## src/rtl/snake_pkg.sv

```systemverilog
// Shared types for the snake body controller: position packing and FSM states.
package snake_pkg;

  localparam int POS_W = 8;

  typedef logic [POS_W-1:0] pos_t;

  typedef enum logic [2:0] {
    ST_IDLE,
    ST_INIT,
    ST_WAIT,
    ST_SCAN,
    ST_COMMIT,
    ST_OVER
  } state_t;

  function automatic pos_t pack_pos(input logic [3:0] x, input logic [3:0] y);
    return {x, y};
  endfunction

  function automatic logic [3:0] pos_x(input pos_t p);
    return p[7:4];
  endfunction

  function automatic logic [3:0] pos_y(input pos_t p);
    return p[3:0];
  endfunction

endpackage

```

## src/rtl/snake_body_ram.sv

```systemverilog
// Circular body store: one synchronous write port, one combinational read port
// shared between the collision scan, the tail pop and the newest-entry lookup.
module snake_body_ram
  import snake_pkg::*;
#(
  parameter int DEPTH  = 32,
  parameter int ADDR_W = 5
) (
  input  logic              clk,
  input  logic              wr_en,
  input  logic [ADDR_W-1:0] wr_addr,
  input  pos_t              wr_data,
  input  logic [ADDR_W-1:0] rd_addr,
  output pos_t              rd_data
);

  pos_t mem [DEPTH];

  // NOTE: storage has no reset; every entry read is written by INIT or COMMIT first.
  always_ff @(posedge clk) begin
    if (wr_en) mem[wr_addr] <= wr_data;
  end

  assign rd_data = mem[rd_addr];

endmodule

```

## src/rtl/snake_body_ctrl.sv

```systemverilog
// Snake body controller: accepts head moves, scans the body for self-collision
// one entry per cycle, then commits the head and pops or keeps the tail.
module snake_body_ctrl
  import snake_pkg::*;
#(
  parameter int MAX_LEN = 32,
  parameter int PTR_W   = 5
) (
  input  logic             clk,
  input  logic             reset,
  input  logic             start,
  input  logic             tick,
  input  logic [POS_W-1:0] head_pos,
  input  logic [POS_W-1:0] food_pos,
  output logic [POS_W-1:0] tail_pos,
  output logic             tail_clr,
  output logic             head_set,
  output logic             food_req,
  output logic             init,
  output logic [PTR_W:0]   length,
  output logic             busy,
  output logic             game_over,
  output logic             tick_drop
);

  localparam logic [PTR_W:0]   FULL_LEN = (PTR_W + 1)'(MAX_LEN);
  localparam logic [PTR_W:0]   LEN_ONE  = {{PTR_W{1'b0}}, 1'b1};
  localparam logic [PTR_W-1:0] PTR_ONE  = {{(PTR_W - 1){1'b0}}, 1'b1};

  state_t           state, state_next;
  logic [PTR_W-1:0] head_ptr, tail_ptr;
  logic [PTR_W:0]   length_q, scan_idx;
  pos_t             cand, tail_q;
  logic             grow;

  logic             wr_en;
  logic [PTR_W-1:0] wr_addr, rd_addr;
  pos_t             wr_data, rd_data;

  logic tick_accept, hit, scan_last, full, pop, in_commit;

  snake_body_ram #(
    .DEPTH (MAX_LEN),
    .ADDR_W(PTR_W)
  ) u_ram (
    .clk    (clk),
    .wr_en  (wr_en),
    .wr_addr(wr_addr),
    .wr_data(wr_data),
    .rd_addr(rd_addr),
    .rd_data(rd_data)
  );

  // NOTE: every always_comb assigns defaults first so no path can infer a latch.
  always_comb begin
    rd_addr = head_ptr;
    case (state)
      ST_SCAN:   rd_addr = tail_ptr + scan_idx[PTR_W-1:0];
      ST_COMMIT: rd_addr = tail_ptr;
      default:   rd_addr = head_ptr;
    endcase
  end

  // In WAIT the read port shows the newest entry, so a repeated head is filtered here.
  assign tick_accept = (state == ST_WAIT) && tick && (head_pos != rd_data);
  assign full        = (length_q == FULL_LEN);
  assign pop         = !grow || full;
  // The tail cell is vacated by a non-growing move, so it cannot be hit.
  assign hit         = (rd_data == cand) && !((scan_idx == '0) && !grow);
  assign scan_last   = ((scan_idx + LEN_ONE) == length_q);

  always_comb begin
    wr_en   = 1'b0;
    wr_addr = head_ptr + PTR_ONE;
    wr_data = cand;
    if (state == ST_INIT) begin
      wr_en   = 1'b1;
      wr_addr = '0;
      wr_data = head_pos;
    end else if (state == ST_COMMIT) begin
      wr_en = 1'b1;
    end
  end

  // NOTE: sequential state uses non-blocking assignments so all registers update together.
  always_ff @(posedge clk) begin
    if (reset) state <= ST_IDLE;
    else       state <= state_next;
  end

  always_comb begin
    state_next = state;
    case (state)
      ST_IDLE, ST_OVER: if (start) state_next = ST_INIT;
      ST_INIT:          state_next = ST_WAIT;
      ST_WAIT:          if (tick_accept) state_next = ST_SCAN;
      ST_SCAN: begin
        if (hit)            state_next = ST_OVER;
        else if (scan_last) state_next = ST_COMMIT;
      end
      ST_COMMIT:        state_next = ST_WAIT;
      default:          state_next = ST_IDLE;
    endcase
  end

  // head_ptr indexes the newest entry; a commit writes one slot past it.
  always_ff @(posedge clk) begin
    if (reset) begin
      head_ptr <= '0;
      tail_ptr <= '0;
      length_q <= '0;
      scan_idx <= '0;
      cand     <= '0;
      grow     <= 1'b0;
      tail_q   <= '0;
    end else begin
      case (state)
        ST_INIT: begin
          head_ptr <= '0;
          tail_ptr <= '0;
          length_q <= LEN_ONE;
          scan_idx <= '0;
        end
        ST_WAIT: begin
          if (tick_accept) begin
            cand     <= head_pos;
            grow     <= (head_pos == food_pos);
            scan_idx <= '0;
          end
        end
        ST_SCAN: scan_idx <= scan_idx + LEN_ONE;
        ST_COMMIT: begin
          head_ptr <= head_ptr + PTR_ONE;
          if (pop) begin
            tail_ptr <= tail_ptr + PTR_ONE;
            tail_q   <= rd_data;
          end
          if (grow && !full) length_q <= length_q + LEN_ONE;
        end
        default: ;
      endcase
    end
  end

  // Pulses are masked while reset is high so an interrupted commit never leaks out.
  assign in_commit = !reset && (state == ST_COMMIT);

  always_comb begin
    init      = !reset && (state == ST_INIT);
    head_set  = in_commit;
    food_req  = in_commit && grow;
    tail_clr  = in_commit && pop;
    tail_pos  = (in_commit && pop) ? rd_data : tail_q;
    busy      = reset || (state != ST_WAIT);
    game_over = !reset && (state == ST_OVER);
    tick_drop = !reset && tick && (state != ST_WAIT);
    length    = length_q;
  end

endmodule

```

## config.mk

```make
export PLATFORM = sky130hd
export DESIGN_NAME = snake_body_ctrl
export DESIGN_NICKNAME = d
export VERILOG_FILES = /design/src/rtl/snake_pkg.sv /design/src/rtl/snake_body_ram.sv /design/src/rtl/snake_body_ctrl.sv
export SDC_FILE = /design/constraint.sdc
export NUM_CORES = 1
export LEC_CHECK = 0
export ABC_AREA = 1
export BUFFER_PORTS_ARGS = -buffer_cell sky130_fd_sc_hd__buf_2
export CAP_MARGIN = 20
export CORE_ASPECT_RATIO = 0.9
export CORE_UTILIZATION = 40
export CTS_BUF_LIST = sky130_fd_sc_hd__clkbuf_2
export CTS_CLUSTER_DIAMETER = 150
export CTS_CLUSTER_SIZE = 30
export DETAILED_ROUTE_END_ITERATION = 16
export PLACE_DENSITY_LB_ADDON = 0.08
export SYNTH_ARGS = -nofsm -noshare
export SYNTH_HDL_FRONTEND = slang
export SYNTH_SLANG_ARGS = --single-unit
```

## constraint.sdc

```tcl
create_clock -name clk -period 9.07 [get_ports clk]
set_clock_uncertainty 0.05 [all_clocks]
set_input_delay 0.907 -clock clk [delete_from_list [all_inputs] [get_ports clk]]
set_output_delay 0.907 -clock clk [all_outputs]
set_load 0.05 [all_outputs]
```

# == Word level (Yosys, flattened, before mapping) ==
# Memories as Yosys holds them, arrays and structs flattened.
# Index checks and enable logic that the tools add are counted.
# Widths: inputs -> output; s select.
# classes
addsub,5
eq_ne,16
mux,20
n_reduce_logical,30
# ops
cell,count
$pmux 5 s2,3
$pmux 6 s3,1
$eq 8x8->1,2
$mux 8,2
$add 6x1->6 const B,2
$logic_and 1x1->1,12
$mux 3,4
$mux 6,2
$pmux 3 s4,1
$pmux 6 s2,1
$add 5x1->5 const B,2
$mux 5,2
$reduce_and 2->1,5
$ne 8x8->1,1
$eq 3x2->1 const B,2
$eq 3x3->1 const B,2
$eq 6x6->1,1
$eq 6x6->1 const B,1
$logic_not 6->1,1
$ne 2x2->1 const B,3
$add 5x5->5,1
$logic_not 1->1,4
$mux 1,4
$reduce_or 2->1,2
9 further kinds,10
# totals
reg_bits,42
ramBits,256
memories,1
# memory_table
memory,depth,width,read_ports,rd_clocked_by_memory_dff,write_ports,line_no,text
u_ram.mem,32,8,1,0,1,snake_body_ram.sv:17,pos_t mem [DEPTH];

# == Depth between registers and ports, before layout ==
# Gate-level depths: netlist (run 1).
# An unclocked memory read counts as a cell.
# logic_depth
depth_word,7
mapped_depth,25

# == Hierarchy ==
# A second synthesis (run 1) with hierarchy kept.
# hier_totals
cells_unflattened,1361
hier_area_um2,13510.5
# by_module_without_submodules
module,instances,cells_per_inst,area_per_inst_um2,seq_area_each_um2
snake_body_ram,1,914,10626.4,7687.4
snake_body_ctrl,1,447,2884.0,840.8

# == Worst setup path after synthesis (run 1) ==
# Ideal clock, no wire load.
# synth_timing
kind,reg2out
startpoint,"reg length_q[0], in the netlist length[0]"
endpoint,out tail_pos[0]
arrival_time_ps,3160
t_required_ps,8113
path_slack_ps,4953
stages_incl_launch_ff,9
n_path_buf,1
path_cell_list,dfxtp_1 > inv_1 > ha_1 > a41oi_1 > nor2_1 > inv_1 > nor2_1 > clkbuf_1 > o21ai_0
# synth_via
elab_chain_len,4
# synth_rtl
item,line_no,text
"start, declared",snake_body_ctrl.sv:32,"logic [PTR_W:0] length_q, scan_idx;"
"start signal, assigned",snake_body_ctrl.sv:138,if (grow && !full) length_q <= length_q + LEN_ONE;
$eq 6x6->1,snake_body_ctrl.sv:66,assign full = (length_q == FULL_LEN);
$logic_or 1x1->1,snake_body_ctrl.sv:67,assign pop = !grow || full;
$logic_and 1x1->1,n/a,
net tail_clr,snake_body_ctrl.sv:16,"output logic tail_clr,"
$mux 8,snake_body_ctrl.sv:153,tail_pos = (in_commit && pop) ? rd_data : tail_q;
"end, declared",snake_body_ctrl.sv:15,"output logic [POS_W-1:0] tail_pos,"
# The timed path passes the listed nets, and every way through them passes these cells.

# == Final worst setup path (run 1) ==
# layout_timing
startpoint,reg state[2]
endpoint,out tail_pos[5]
# layout_via
elab_chain_len,4
elab_cells_between_ends,7
cone_classes,eq/ne: 2; mux: 2; reduce/logical: 2; memory: 1
# layout_rtl
item,line_no,text
"start, declared",snake_body_ctrl.sv:30,"state_t state, state_next;"
"start signal, assigned",snake_body_ctrl.sv:88,else state <= state_next;
$eq 3x3->1 or $eq 3x2->1 (tied branches),"snake_body_ctrl.sv:57, snake_body_ctrl.sv:146",
$pmux 5 s2 or $logic_and 1x1->1 (tied branches),"snake_body_ctrl.sv:57, snake_body_ctrl.sv:146",
$mem_v2 32x8 or $logic_and 1x1->1 (tied branches),n/a,
$mux 8 (*),snake_body_ctrl.sv:153,
# Mark *: on every way between the ends. The rest lies on a longest branch, timed or not.

==> flow_metrics.tcl, run 1 <==
set metrics [dict create \
    finalSetupViolations 0 \
    cts.sinks 298 \
    vias_per_cell 5.64 \
    finalPower_w 0.00414 \
    maxSlewHeadroom_pct 33.8 \
    synth_nets 1346 \
    grt_setup_unrepaired "false" \
    timing.rr.start "state[2]" \
    grt_pass1_vias 9401 \
    grtUsageTotal_pct 23.0 \
    holdWs_ps 112 \
    ys_seq_area_share_pct 62.5 \
    crit_path_max_fanout 86 \
    crit_start "state[2]" \
    antenna_found_initial 1 \
    ir_worst_vdd_v 0.000193 \
    clkSlewWorstSetupHoldPaths_ps 560 \
    drive_gt1_share_pct 8.95 \
    post_cts_resized 0 \
    gp_congestion 0.801 \
    slew_violations 0 \
    portBuffers 40 \
    cts_tree "done" \
    worstPathRequired_ps 8110 \
    fmax_mhz 148 \
    endpoint "tail_pos[5]" \
    dieArea_sq_um 34800 \
    setup_tns_ps 0 \
    power_density_nw_per_um2 289 \
    wl_mm 39.8 \
    hold_violations 0 \
    synth.distinct_cells 38 \
    r2r_cells 21 \
    vias 9941 \
    syn_area_sq_um 13600 \
    grt_overflow_total 0 \
    initial_core_util_pct 41.0 \
    holdBufCountCts 0 \
    holdCritStartpoint "head_pos[6]" \
    htreeDepth 1 \
    regToRegSetupSlack_ps 3500 \
    io-pin-count 41 \
    layout_commonest_cell "nand3_1" \
    tightest_slew_ps 992 \
    final_core_util_pct 43.0 \
    reg2reg_to "scan_idx[3]" \
    worst_setup_path_start_kind "register" \
    min-delay-path-class "in2reg" \
    fp.dieW_um 197 \
    post_cts_buffers 0 \
    grt_pass1_wl_mm 60.4 \
    critPathCaptureType "primary output" \
    final_cell_mix "nand3_1 (270), edfxtp_1 (256), nand2_1 (235), nand4_1 (131), nor2_1 (68)" \
    fin_nets 1332 \
    clk_latency_ps 1000 \
    core_area_sq_um 33300 \
    ant_nets 0 \
    yosys_warnings 0 \
    period_share_pct 74.4 \
    cts_buffers 13 \
    power_leakage_nw 5.08 \
    drc_errors 0 \
    maxCapViolCount 0 \
    syn_inst 1315 \
    wl_per_cell_um 22.6 \
    die_h_um 177 \
    avgSynthCellArea_sq_um 10.4 \
    crit_type "reg2out" \
    root_buffer "clkbuf_2" \
    dp_hpwl_mm 24.4 \
    drt-initial-drc-count 1123 \
    area_growth_pct 4.80 \
    arrival_ps 5800 \
    rows 63 \
    timing.final.crit_period_ps 6750 \
    grt_max_degree 87 \
    clk_path_buf_depth 3 \
    dr.pass1.iters 5 \
    outcome "finished clean" \
    synth-seq-cells 298 \
]
==> how the worst min path moves through the flow <==
stage / end / slack (ps) / depth (start not counted)
after CTS: cand[6] / 80 / 3
final: cand[6] / 110 / 3
after global placement: scan_idx[5] / 400 / 2
after detailed placement: scan_idx[5] / 410 / 2
after global routing: cand[6] / 100 / 3
after floorplan: scan_idx[5] / 390 / 2
==> critical path: stages, from the launching register on <==
cell and delay [ps]:
dfxtp_1 640, inv_2 80, nand3_1 430, nand3_4 650, nand3_4 660, buf_4 830
nand2_1 160, nand3_1 130, nand3_1 110, nand3_1 180, nand3_1 210, nand2_1 190
nand2_1 80, o21ai_0 110, buf_2 300
==> final cells by class <==
type | instances | area (sq um)
Timing Repair Buffer | 59 | 363
Multi-Input combinational cell | 862 | 4470
Tap cell | 455 | 569
Sequential cell | 298 | 8530
Clock buffer | 19 | 95.1
Fill cell | 3286 | 19000
Clock inverter | 2 | 7.51
Antenna cell | 1 | 2.50
Inverter | 67 | 251
==> power breakdown <==
part | internal (W) | total, W | switching (W)
Sequential | 0.00169 | 0.00172 | 0.0000342
Clock | 0.0000550 | 0.000457 | 0.000402
Combinational | 0.000476 | 0.00196 | 0.00148
==> state kept, by name (all words and copies together), names as in the netlist <==
register / flops
length: 6
head_ptr: 5
tail_q: 8
state: 3
scan_idx: 6
tail_ptr: 5
grow: 1
cand: 8
u_ram.mem: 256
==> synth_stat cells <==
cell type  count  share of area (%)
a211oi_1       1              0.055
a211oi_2       1              0.092
a21oi_1       37                1.4
a21oi_4        1               0.12
a41oi_1        1              0.064
buf_1          5               0.14
buf_2         38                1.4
buf_4         14               0.77
buf_6          2               0.17
clkbuf_1      29               0.80
clkinv_1       1              0.028
dfxtp_1       42                6.2
edfxtp_1     256                 56
fa_1           1               0.15
ha_1          10               0.92
inv_1         62                1.7
inv_2          4               0.11
nand2_1      236                6.5
nand2_2        3               0.14
nand2_4        2               0.17
nand3_1      272                 10
nand3_2        3               0.22
nand3b_1       6               0.33
nand4_1      131                6.0
nor2_1        68                1.9
nor2_2         1              0.046
nor2_4         3               0.25
nor3_1         7               0.26
nor4_1         3               0.14
o21a_1         1              0.055
o21ai_0       36                1.3
o21ai_1        3               0.11
o21ai_2        3               0.19
o22ai_2        1              0.092
o31ai_1        1              0.055
or2_2          4               0.18
xnor2_1        4               0.26
xor2_1        22                1.4
==> stage by stage <==
stage | setup slack [ps] | std cells | instance area (sq um)
after global routing | 1910 | 1763 | 14300
after CTS | 2270 | 1762 | 14300
after floorplan | 4950 | 1315 | 13600
final | 2320 | 1763 | 14300
after global placement | 3460 | 1740 | 14200
after detailed placement | 3450 | 1741 | 14200
==> metal layers <==
| layer | share of wire [%] | vias up | GRT usage, % | wire length, um |
|---|---|---|---|---|
| met1 | 48 | 4883 | 35.6 | 19100 |
| met2 | 44 | 303 | 34.7 | 17600 |
| met3 | 5.7 | 41 | 2.65 | 2250 |
| met4 | 2.1 | 2 | 4.33 | 820 |
| met5 | 0.070 | - | 0 | 28 |
| li1 | - | 4712 | - | - |
==> cell families after synthesis <==
kind of cell    after synthesis  share of synthesized area (%)
buf+inv                     155                           5.11
flops                       298                           62.5
compound gates               86                           3.51
xor+xnor                     26                           1.67
simple gates                739                           26.1
fa+ha+maj                    11                           1.06
(Power assumes the default switching activity.)
==> run 2, diff against run 1 <==
==> constraint.sdc (replaced) <==
create_clock -name clk -period 6.9 [get_ports clk]
set_clock_uncertainty 0.05 [all_clocks]
set_input_delay 0.69 -clock clk [delete_from_list [all_inputs] [get_ports clk]]
set_output_delay 0.69 -clock clk [all_outputs]
set_load 0.05 [all_outputs]
==> flow_metrics.tcl, run 2 (synthesized netlist as in run 1, its figures left out) <==
set metrics [dict create \
    clk_path_buf_depth 3 \
    reg2reg_to "scan_idx[3]" \
    top_register "u_ram.mem" \
    met2_usage_pct 35.8 \
    htreeDepth 1 \
    antenna_found_initial 1 \
    gp_congestion 0.830 \
    grt_pass1_vias 9318 \
    grt_util_met1_pct 34.1 \
    vias_per_cell 5.58 \
    r2r_cells 21 \
    cts.sinks 298 \
    die_h_um 177 \
    finalSetupViolations 0 \
    regToRegSetupSlack_ps 1600 \
    dr.pass1.iters 5 \
    power_leakage_nw 5.12 \
    cts_buffers 13 \
    fin_nets 1344 \
    initial_core_util_pct 41.0 \
    portBuffers 40 \
    drc_errors 0 \
    final_cell_mix "nand3_1 (270), edfxtp_1 (256), nand2_1 (235), nand4_1 (131), nor2_1 (68)" \
    hold_violations 0 \
    crit_start "state[2]" \
    post_cts_buffers 0 \
    grt_setup_unrepaired "false" \
    setup_tns_ps 0 \
    largest_reg_flops 256 \
    fmax_mhz 155 \
    min-delay-path-class "in2reg" \
    timing.rr.start "state[2]" \
    dieArea_sq_um 34800 \
    post_cts_resized 0 \
    core_area_sq_um 33300 \
    wl_mm 39.7 \
    timing.final.crit_period_ps 6450 \
    grt.busiest_layer "met2" \
    final_core_util_pct 43.2 \
    drive_gt1_share_pct 8.95 \
    io-pin-count 41 \
    clk_latency_ps 970 \
    fp.dieW_um 197 \
    endpoint "tail_pos[4]" \
    rows 63 \
    top_regs "u_ram.mem (256), cand (8), tail_q (8)" \
    grtUsageTotal_pct 23.0 \
    root_buffer "clkbuf_2" \
    crit_path_max_fanout 86 \
    maxSlewHeadroom_pct 26.7 \
    ant_nets 0 \
    finalPower_w 0.00548 \
    clkSlewWorstSetupHoldPaths_ps 590 \
    area_growth_pct 5.49 \
    grtUsageMet3_pct 2.71 \
    cts_tree "done" \
    vias 9911 \
    critPathCaptureType "primary output" \
    worstPathRequired_ps 6160 \
    arrival_ps 5710 \
    crit_type "reg2out" \
    dp_hpwl_mm 24.1 \
    wl_per_cell_um 22.4 \
    maxCapViolCount 0 \
    holdBufCountCts 10 \
    ir_worst_vdd_v 0.000237 \
    worst_setup_path_start_kind "register" \
    tightest_slew_ps 1100 \
    power_density_nw_per_um2 381 \
    slew_violations 0 \
    grt_pass1_wl_mm 60.1 \
    grt_overflow_total 0 \
    layout_commonest_cell "nand3_1" \
    drt-initial-drc-count 890 \
    outcome "finished clean" \
    period_share_pct 93.4 \
    grt_max_degree 88 \
]
-- run 2: how the worst min path moves through the flow --
| stage | start | endpoint | slack [ps] | depth (start not counted) |
|---|---|---|---|---|
| after floorplan | scan_idx[5] | scan_idx[5] | 390 | 2 |
| after global placement | scan_idx[5] | scan_idx[5] | 400 | 2 |
| after detailed placement | scan_idx[5] | scan_idx[5] | 400 | 2 |
| after CTS | tick | grow | 80 | 5 |
| after global routing | tick | grow | 110 | 5 |
| final | tick | cand[3] | 150 | 5 |
-- run 2: cell type report --
type	count	area, sq um
diodes	2	5.00
multi-input cells	862	4470
repair buffers	71	458
clock buffers	19	95.1
well taps	455	569
flip-flops and latches	298	8530
clock inverters	1	3.75
inverters	67	251
fillers	3258	18900
-- run 2: layer usage --
metal / wire length [um] / up-vias
li1: - / 4732
met1: 18800 / 4871
met2: 18100 / 259
met3: 1920 / 49
met4: 936 / 0
met5: 0 / -
-- run 2: where the power goes --
| part | switching (W) | total [W] | internal (W) |
|---|---|---|---|
| registers | 0.0000457 | 0.00227 | 0.00222 |
| clock network | 0.000536 | 0.000607 | 0.0000711 |
| logic | 0.00197 | 0.00260 | 0.000634 |
-- run 2: worst max-delay path: stages, from the launching register on --
cell     delay (ps)
dfxtp_1         650
inv_2            80
nand3_1         380
nand3_4         580
nand3_4         620
buf_4           830
nand2_1         100
nand3_1         110
nand3_1         160
nand3_1         220
nand3_1         200
nand2_1         180
nand2_1          70
o21ai_0         110
buf_2           300
-- run 2: metrics by stage --
step	worst slack, ps	instance area [sq um]	hold WS, ps	instances
floorplan	3000	13600	389	1315
global placement	1700	14200	401	1743
detailed placement	1590	14200	404	1743
CTS	382	14400	75.5	1773
global route	8.48	14400	109	1774
finish	454	14400	154	1775
==> run 3, diff against run 2 <==
--- a/config.mk
+++ b/config.mk
@@ -6,15 +6,16 @@
 export NUM_CORES = 1
 export LEC_CHECK = 0
 export ABC_AREA = 1
+export ABC_CLOCK_PERIOD_IN_PS = 6900
 export BUFFER_PORTS_ARGS = -buffer_cell sky130_fd_sc_hd__buf_2
 export CAP_MARGIN = 20
 export CORE_ASPECT_RATIO = 0.9
-export CORE_UTILIZATION = 40
+export CORE_UTILIZATION = 28
 export CTS_BUF_LIST = sky130_fd_sc_hd__clkbuf_2
 export CTS_CLUSTER_DIAMETER = 150
 export CTS_CLUSTER_SIZE = 30
 export DETAILED_ROUTE_END_ITERATION = 16
-export PLACE_DENSITY_LB_ADDON = 0.08
+export PLACE_DENSITY = 0.41
 export SYNTH_ARGS = -nofsm -noshare
 export SYNTH_HDL_FRONTEND = slang
 export SYNTH_SLANG_ARGS = --single-unit
==> flow_metrics.tcl, run 3 (synthesized netlist as in run 1, its figures left out) <==
set metrics [dict create \
    maxCapViolCount 0 \
    dr.pass1.iters 5 \
    crit_chain "inv_2, nand3_1, nand3_4, buf_4, buf_4, nand4_1, nand3_1, nand3_1, nand3_1, nand3_1, nand2_1, nand2_1, o21ai_0, buf_2" \
    grt_overflow_total 0 \
    clkSlewWorstSetupHoldPaths_ps 600 \
    placed_cell_area_sq_um 14400 \
    min-delay-path-class "in2reg" \
    outcome "finished clean" \
    worstPathRequired_ps 6160 \
    drc_errors 0 \
    core_area_sq_um 47900 \
    dieArea_sq_um 49600 \
    grt.busiest_layer "met2" \
    drt-initial-drc-count 844 \
    post_cts_buffers 0 \
    r2r_cells 21 \
    cts_buffers 13 \
    p_sw_w 0.00266 \
    clk_latency_ps 1010 \
    regToRegSetupSlack_ps 1650 \
    dp_hpwl_mm 25.4 \
    swShare_pct 47.5 \
    p_seq_share_pct 40.4 \
    cts_tree "done" \
    hold_violations 0 \
    grt_setup_unrepaired "false" \
    met2_usage_pct 26.8 \
    top_regs "u_ram.mem (256), cand (8), tail_q (8)" \
    drive_gt1_share_pct 9.02 \
    final_cell_mix "nand3_1 (270), edfxtp_1 (256), nand2_1 (235), nand4_1 (131), nor2_1 (67)" \
    vias_per_cell 5.12 \
    crit_type "reg2out" \
    antenna_found_initial 4 \
    grtUsageMet3_pct 2.24 \
    timing.rr.start "state[2]" \
    io-pin-count 41 \
    timing.final.crit_period_ps 6260 \
    p_clk_share_pct 11.0 \
    portBuffers 40 \
    rows 76 \
    endpoint "tail_pos[1]" \
    cts.sinks 298 \
    wl_mm 42.7 \
    area_growth_pct 7.41 \
    layout_commonest_cell "nand3_1" \
    reg2reg_to "scan_idx[4]" \
    maxSlewHeadroom_pct 18.1 \
    initial_core_util_pct 28.4 \
    grt_pass1_vias 9521 \
    clk_path_buf_depth 3 \
    grt_util_met1_pct 25.6 \
    crit_path_max_incr_delay_ps 850 \
    power_density_nw_per_um2 383 \
    worst_setup_path_start_kind "register" \
    grt_max_degree 83 \
    slowest_stage "buf_4" \
    period_share_pct 90.8 \
    power_leakage_nw 5.14 \
    crit_path_max_fanout 82 \
    finish.instance_area_sq_um 14600 \
    finalPower_w 0.00561 \
    intPower_w 0.00295 \
    p_comb_share_pct 48.6 \
    crit_start "state[2]" \
    post_cts_resized 0 \
    htreeDepth 1 \
    finalSetupViolations 0 \
    slew_violations 0 \
    largest_reg_flops 256 \
    arrival_ps 5520 \
    fp.dieW_um 235 \
    vias 9968 \
    grt_pass1_wl_mm 64.3 \
    wl_per_cell_um 22.0 \
    ant_nets 0 \
    grtUsageTotal_pct 17.2 \
    gp_congestion 0.791 \
    ir_worst_vdd_v 0.000199 \
    die_h_um 211 \
    setup_tns_ps 0 \
    tightest_slew_ps 1230 \
    crit_top_cell "nand3_1" \
    critPathCaptureType "primary output" \
    fmax_mhz 160 \
    root_buffer "clkbuf_2" \
    fin_nets 1344 \
    top_register "u_ram.mem" \
]
run 3: worst min-delay path by stage:
stage                start           to  slack [ps]  cells past startpoint
4_1_cts               tick      cand[7]          60                      5
2_1_floorplan  scan_idx[5]  scan_idx[5]         390                      2
3_5_place_dp     tail_q[3]    tail_q[3]         420                      2
5_1_grt               tick      cand[7]          70                      5
3_3_place_gp   scan_idx[5]  scan_idx[5]         400                      2
6_report              tick      cand[7]         100                      5
run 3: area by class of cell:
| type | instances | area (sq um) |
|---|---|---|
| Antenna cell | 3 | 7.51 |
| Clock buffer | 20 | 100 |
| Clock inverter | 1 | 3.75 |
| Fill cell | 4983 | 33300 |
| Inverter | 67 | 251 |
| Multi-Input combinational cell | 862 | 4480 |
| Sequential cell | 298 | 8530 |
| Tap cell | 624 | 781 |
| Timing Repair Buffer | 71 | 490 |
run 3: repair_timing:
action                                  4_1_cts  5_1_grt
hold buffers                                 10        0
hold endpoints to repair                     17        0
endpoints found under the setup margin        0        0
run 3: stage by stage:
step / hold WS [ps] / setup WS (ps) / std cells / util (%)
2_1_floorplan: 389 / 3000 / 1315 / -
3_3_place_gp: 399 / 1740 / 1911 / 30.1
3_5_place_dp: 415 / 1830 / 1912 / 30.1
4_1_cts: 55.4 / 608 / 1943 / 30.5
5_1_grt: 65.4 / 163 / 1944 / 30.5
6_report: 101 / 638 / 1946 / 30.6
run 3: power groups by stage:
stage	Clock, W	Sequential, W	Combinational, W
final	0.000619	0.00227	0.00273
after global routing	0.000695	0.00228	0.00302
after CTS	0.000638	0.00227	0.00275
after detailed placement	0	0.00230	0.00274
after global placement	0	0.00230	0.00272
after floorplan	0	0.00231	0.00180
run 3: routing by layer:
metal  wire (um)  vias to the layer above
met5           0                        -
met4         717                        0
met3        1900                       34
met2       19300                      229
met1       20800                     4972
li1            -                     4733
run 3: critical path: cells and delay by family (launching register included):
kind                   cells  cell delay (ps)
and+or+nand+nor            9             1960
DFF                        1              560
AOI/OAI and AO/OA          1              110
buffers and inverters      4             1750
